===== src/rtl/serial_frame_sync.sv =====
// serial_frame_sync: serial frame aligner and deserializer.
// It hunts for SYNC_WORD in the incoming bit stream, confirms it over LOCK_CNT
// frames, and then emits the payload as DATA_W-bit words. It rides through
// isolated sync errors and drops lock after MISS_CNT consecutive misses.
module serial_frame_sync #(
  parameter int unsigned SYNC_W          = 8,
  parameter logic [SYNC_W-1:0] SYNC_WORD = 8'hB8,
  parameter int unsigned DATA_W          = 8,
  parameter int unsigned WORDS_PER_FRAME = 4,
  parameter int unsigned LOCK_CNT        = 2,
  parameter int unsigned MISS_CNT        = 3
) (
  input  logic              I_clk,
  input  logic              I_rst,
  input  logic              I_data_in,
  input  logic              I_data_en,
  output logic [DATA_W-1:0] O_data_word,
  output logic              O_word_vld,
  output logic              O_word_sof,
  output logic              O_lock,
  output logic              O_sync_err
);

  localparam int unsigned FRAME_LEN = SYNC_W + WORDS_PER_FRAME * DATA_W;
  localparam int unsigned POS_W     = $clog2(FRAME_LEN);
  localparam int unsigned BIT_W     = (DATA_W > 1) ? $clog2(DATA_W) : 1;
  localparam int unsigned CONF_W    = $clog2(LOCK_CNT + 1);
  localparam int unsigned MISS_W    = $clog2(MISS_CNT + 1);

  typedef enum logic [1:0] {HUNT, VERIFY, LOCK} state_t;

  state_t              state, state_n;
  logic [SYNC_W-1:0]   sr, sr_n, sr_shift;
  logic [POS_W-1:0]    pos, pos_n, pos_inc;
  logic [BIT_W-1:0]    bit_idx, bit_idx_n;
  logic [CONF_W-1:0]   confirm, confirm_n;
  logic [MISS_W-1:0]   miss, miss_n;
  logic [DATA_W-1:0]   word_sr, word_sr_n, word_shift;
  logic [DATA_W-1:0]   data_word_n;
  logic                word_vld_n, word_sof_n, sync_err_n, lock_n;
  logic                sync_match, sync_check;

  assign sr_shift   = {sr[SYNC_W-2:0], I_data_in};
  assign word_shift = {word_sr[DATA_W-2:0], I_data_in};
  assign sync_match = (sr_shift == SYNC_WORD);
  assign sync_check = (pos == POS_W'(SYNC_W - 1));
  assign pos_inc    = (pos == POS_W'(FRAME_LEN - 1)) ? '0 : pos + 1'b1;

  // State, counters, shift registers and registered outputs.
  always_ff @(posedge I_clk) begin
    if (I_rst) begin
      state       <= HUNT;
      sr          <= '0;
      pos         <= '0;
      bit_idx     <= '0;
      confirm     <= '0;
      miss        <= '0;
      word_sr     <= '0;
      O_data_word <= '0;
      O_word_vld  <= 1'b0;
      O_word_sof  <= 1'b0;
      O_sync_err  <= 1'b0;
      O_lock      <= 1'b0;
    end else begin
      state       <= state_n;
      sr          <= sr_n;
      pos         <= pos_n;
      bit_idx     <= bit_idx_n;
      confirm     <= confirm_n;
      miss        <= miss_n;
      word_sr     <= word_sr_n;
      O_data_word <= data_word_n;
      O_word_vld  <= word_vld_n;
      O_word_sof  <= word_sof_n;
      O_sync_err  <= sync_err_n;
      O_lock      <= lock_n;
    end
  end

  // Hunt/verify/lock sequencing and payload deserialization for each en-bit.
  always_comb begin
    state_n     = state;
    sr_n        = sr;
    pos_n       = pos;
    bit_idx_n   = bit_idx;
    confirm_n   = confirm;
    miss_n      = miss;
    word_sr_n   = word_sr;
    data_word_n = O_data_word;
    word_vld_n  = 1'b0;
    word_sof_n  = 1'b0;
    sync_err_n  = 1'b0;

    if (I_data_en) begin
      sr_n = sr_shift;
      unique case (state)
        HUNT: begin
          pos_n = '0;
          if (sync_match) begin
            pos_n     = POS_W'(SYNC_W);
            confirm_n = CONF_W'(1);
            bit_idx_n = '0;
            miss_n    = '0;
            state_n   = (LOCK_CNT == 1) ? LOCK : VERIFY;
          end
        end
        VERIFY: begin
          pos_n = pos_inc;
          if (sync_check) begin
            if (sync_match) begin
              if (int'(confirm) + 1 >= int'(LOCK_CNT)) begin
                confirm_n = CONF_W'(LOCK_CNT);
                bit_idx_n = '0;
                miss_n    = '0;
                state_n   = LOCK;
              end else begin
                confirm_n = confirm + 1'b1;
              end
            end else begin
              confirm_n = '0;
              state_n   = HUNT;
            end
          end
        end
        LOCK: begin
          pos_n = pos_inc;
          if (pos >= POS_W'(SYNC_W)) begin
            word_sr_n = word_shift;
            if (bit_idx == BIT_W'(DATA_W - 1)) begin
              bit_idx_n   = '0;
              data_word_n = word_shift;
              word_vld_n  = 1'b1;
              word_sof_n  = (pos == POS_W'(SYNC_W + DATA_W - 1));
            end else begin
              bit_idx_n = bit_idx + 1'b1;
            end
          end else if (sync_check) begin
            bit_idx_n = '0;
            if (sync_match) begin
              miss_n = '0;
            end else begin
              sync_err_n = 1'b1;
              if (int'(miss) + 1 >= int'(MISS_CNT)) begin
                miss_n    = '0;
                confirm_n = '0;
                state_n   = HUNT;
              end else begin
                miss_n = miss + 1'b1;
              end
            end
          end
        end
        default: state_n = HUNT;
      endcase
    end

    lock_n = (state_n == LOCK);
  end

endmodule


===== config.mk =====
export PLATFORM = sky130hd
export DESIGN_NAME = serial_frame_sync
export DESIGN_NICKNAME = d
export VERILOG_FILES = /design/src/rtl/serial_frame_sync.sv
export SDC_FILE = /design/constraint.sdc
export NUM_CORES = 1
export LEC_CHECK = 0
export CORE_MARGIN = 2
export CORE_UTILIZATION = 45
export CTS_CLUSTER_DIAMETER = 30
export CTS_CLUSTER_SIZE = 20
export DETAILED_ROUTE_END_ITERATION = 6
export HOLD_SLACK_MARGIN = 0.02
export PLACE_DENSITY = 0.67
export RECOVER_POWER = 50
export SLEW_MARGIN = 20
export SYNTH_ARGS = -nofsm -noshare
export SYNTH_HDL_FRONTEND = slang
export SYNTH_SLANG_ARGS = --single-unit

===== constraint.sdc =====
create_clock -name I_clk -period 3.08 [get_ports I_clk]
set_clock_uncertainty 0.1 [all_clocks]
set_input_delay 0.77 -clock I_clk [delete_from_list [all_inputs] [get_ports I_clk]]
set_output_delay 0.77 -clock I_clk [all_outputs]
set_load 0.01 [all_outputs]

==> results <==
- The flow ran to the end, and the final reports show no timing, DRC or antenna violations.
- The count of buffers from port buffering is 15.
- The maximum root-to-sink buffer count is 2.
- During I/O placement, the number of pins put on the boundary was 16.
- The final max-slew violation count is 0.
- For this run, the top clock speed supported by timing is 0.375 GHz.
- In this design, the largest share of critical-path delay is due to buffers and inverters.
- The post-synthesis register bit count is 41.
- The die is 69.2 microns tall.
- The hold buffer count at CTS is 0.
- The number of buffers and inverters on the critical path is 2.
- The number of max-cap violations is 0.
- The worst min-delay path endpoint is O_data_word[4].
- Of the cells placed in the final design, the portion with a size suffix greater than 1 is 0.0894.
- The repair_antennas step left the layout with diodes totalling 0.
- The start point of the worst min-delay path is O_data_word[4].
- The fraction of the cycle the final worst path needs is 0.866.
- The data required time at the worst endpoint is 3.23 ns.
- In this run the clock root is driven by a sky130_fd_sc_hd__clkbuf_8.
- The endpoint arrival time on the critical path is 2.81 ns.
- The slowest library cell on the worst path is sky130_fd_sc_hd__clkbuf_1.
- The die is 69.2 microns wide.
- Counting flops with a built-in enable in the synthesized netlist gives 0.
- The analysis attributes to cell leakage a power of 0.000843 uW.
- The sequential-to-total area share from yosys stat is 0.429.
- Along the worst hold path, the cell count comes to 2.
- The analysis attributes to net switching a power of 217 uW.
- Counting cells, the worst reg-to-reg path comes to 5.
- For flop-to-flop paths, the worst setup slack is 0.82 ns.
- The final sum of negative setup slack is 0 ns.
- The worst setup path is launched from an input port.
- Clock-pin slew was measured on the worst setup and hold paths at 0.08 ns.
- Summed over all layers, the routed wires come to 3740 microns.
- The clock tree synthesis step divided the H-tree into 2 levels.
- The final antenna-violating net count is 0.
- The smallest clock period supported by the final layout is computed as 2.67 ns.
- In the routed design, unresolved DRC markers number 0.
- The relative area change from synthesis to final layout is 18.4%.
- The mean routed wirelength per cell is 13.1 microns.
- The most common cell after layout, fill and taps aside is sky130_fd_sc_hd__dfxtp_1.
- In this run the cell area of the synthesized design comes to 1910 sq um.
- In this run the tightest slew margin relative to its limit is 0.522.
- The worst setup path is of the input port to flip-flop kind.
- Fill cells in the final layout number 387.
- The clock net sink count is 41.
- The floorplan step defined a die boundary enclosing 4790 sq um.
- The total iterations of the first detailed-routing run is 5.
- The routed layout has 1526 vias.
- Setup repair after global routing left no endpoint under its margin.
- For the pin with the worst max-slew slack, the measured transition is 0.717 ns.
- For this configuration, the core starts out at a cell density of 0.471.
- Before CTS, the worst setup slack after placement is 0.129 ns.
- The initialized floorplan defines 23 standard-cell rows.
- Of all nets on the critical path, the largest fanout is 13.
- The sequential share of power is 0.491.
- The number of failing setup endpoints in the final timing report is 0.
- The TritonCTS buffer count is 5.
- The footprint of the flip-flops and latches is 821 sq um.
- The library cells used most frequently in the layout, excluding fill and tap cells, are 41 x sky130_fd_sc_hd__dfxtp_1, 35 x sky130_fd_sc_hd__nand2_1, 20 x sky130_fd_sc_hd__a21oi_1, 15 x sky130_fd_sc_hd__nor2_1.
- Of the total power, the share spent switching nets is 0.199.
- The initial antenna violation count is 0.
- The maximum ir drop on the vdd rail is 0.000298 V.
- The clock tree from TritonCTS is yes.
- The instance count after placement with tap cells included is 277.
- The pin count of the biggest net entering global routing is 27.
- STA classifies the critical path endpoint as a flip-flop.
- The multi-input combinational cells in the finished layout cover a total of 1030 sq um.
- For this run, the total global-route usage over all layers was measured as 0.167.
- The first-pass GRT wire length is 6510 microns.
- The number of global-route vias before repair is 1453.
- The region available for standard cell placement spans 4060 sq um.
- The biggest cell delay along the critical path is 0.57 ns.
- The type of the tightest min-delay check is flip-flop to flip-flop.
- The share of total power dissipated in combinational logic is 0.033.
- The share of flip-flops with an asynchronous set or reset is 0.
- The most common flop cell mapped by yosys is sky130_fd_sc_hd__dfxtp_1.
- After the flow finishes, the layout carries non-filler instances totaling 285.
- The number of failing hold endpoints at the final stage came to 0.
- In the routed layout, each cell is associated on average with a via count of 5.35.
- The number of gates given a new drive strength after cts is 0.
- The insertion delay to the later sink of the worst-skew pair is 0.30 ns.
- The number of standard cells after synthesis is 216.
- For this block, the initial DRC count from the detailed router was 50.
- The worst setup margin is 0.413 ns.
- In this run the power density over the cells is 481 nW/um^2.
- The number of distinct library cells after synthesis is 43.
- The wire-length estimate of the detail-placed layout is 2650 microns.
- Walking the worst path, the cells encountered are clkdlybuf4s50_1, clkbuf_1, nand2_1, and3_1, a211oi_1, and2_1.
- The remaining global-route overflow is 0.
- In this run the critical register-to-register path is launched from pos[3].
- The total power is 1090 uW.
- Counting every net in the synthesized netlist gives 228.
- The internal portion of the total power is 873 uW.
- Routability-driven placement finished with a final weighted congestion of 0.855.
- Once the clock tree was built, the setup fixing pass inserted 0 buffers.
- In this run the critical register-to-register path is captured at miss[1].
- The number of nets at the end of the flow is 246.
- The mean instance size in the synthesized netlist is 8.86 sq um.
- For this run, the number of Yosys warnings is 0.
- The clock share of power is 0.477.
through the flow:
| stage | area (sq um) | hold WS [ns] | utilization |
|---|---|---|---|
| detailed placement | 2140 | 0.347 | 0.526 |
| CTS | 2270 | 0.358 | 0.560 |
| finish | 2270 | 0.352 | 0.558 |
| global route | 2270 | 0.379 | 0.558 |
| floorplan | 1910 | 0.337 | - |
| global placement | 2140 | 0.343 | 0.526 |
metal layers:
layer  global-route usage  up-vias  part of all wire
met1                0.204      701              0.47
met5                    0        -                 0
li1                     -      795                 -
met2                0.271       23              0.48
met3               0.0378        7             0.029
met4               0.0915        0             0.020
logic make-up (layout without fill, tap and decap cells):
group	Yosys count	in the layout	share of synthesized area
flops	41	41	0.429
compound gates	41	41	0.151
mux	12	12	0.0634
xor+xnor	2	2	0.00916
fa+ha+maj	8	8	0.0523
simple gates	96	96	0.263
buf+inv	16	35	0.0320
worst min-delay path, stage by stage (launching register included):
cell	delay (ns)
sky130_fd_sc_hd__dfxtp_1	0.31
sky130_fd_sc_hd__nand2_1	0.05
sky130_fd_sc_hd__a21oi_1	0.05
sequential cells by signal (all words and copies together), names as in the netlist:
signal	cells
word_sr	7
bit_idx	3
O_data_word	8
confirm	2
miss	2
O_word_vld	1
pos	6
O_sync_err	1
O_lock	1
O_word_sof	1
state	2
sr	7
Yosys cell counts, types with 3 or more instances:
master,count,area share
sky130_fd_sc_hd__dfxtp_1,41,0.43
sky130_fd_sc_hd__nand2_1,35,0.069
sky130_fd_sc_hd__a21oi_1,20,0.052
sky130_fd_sc_hd__nor2_1,15,0.029
sky130_fd_sc_hd__mux2i_1,11,0.058
sky130_fd_sc_hd__nand3_1,11,0.029
sky130_fd_sc_hd__ha_1,8,0.052
sky130_fd_sc_hd__nand2b_1,8,0.026
sky130_fd_sc_hd__clkbuf_1,7,0.014
sky130_fd_sc_hd__inv_1,5,0.0098
sky130_fd_sc_hd__a211oi_1,4,0.016
sky130_fd_sc_hd__nand4b_1,4,0.018
sky130_fd_sc_hd__nor2b_1,4,0.013
sky130_fd_sc_hd__buf_1,3,0.0059
sky130_fd_sc_hd__o21ai_0,3,0.0078
sky130_fd_sc_hd__or3_1,3,0.0098
worst max path at each step:
stage               cells after the start       from         end
global placement                        6  I_data_in     miss[0]
finish                                  6  I_data_en      O_lock
CTS                                     6  I_data_in     miss[1]
floorplan                               5  I_data_in  confirm[0]
global route                            7  I_data_en      O_lock
detailed placement                      6  I_data_in     miss[1]
area by class of cell:
| cell class | count | area share |
|---|---|---|
| Clock inverter | 3 | 0.0304 |
| Clock buffer | 5 | 0.0304 |
| Tap cell | 50 | 0.0276 |
| Inverter | 5 | 0.00828 |
| Timing Repair Buffer | 22 | 0.0861 |
| Sequential cell | 41 | 0.362 |
| Multi-Input combinational cell | 159 | 0.455 |
power groups by stage:
stage	sequential, uW	clock (uW)	combinational (uW)
4_1_cts	535	528	36.9
6_report	535	520	35.6
3_5_place_dp	547	0	36.7
5_1_grt	535	550	39.1
2_1_floorplan	547	0	21.9
3_3_place_gp	547	0	36.4
Power figures use the tool's default switching activity.
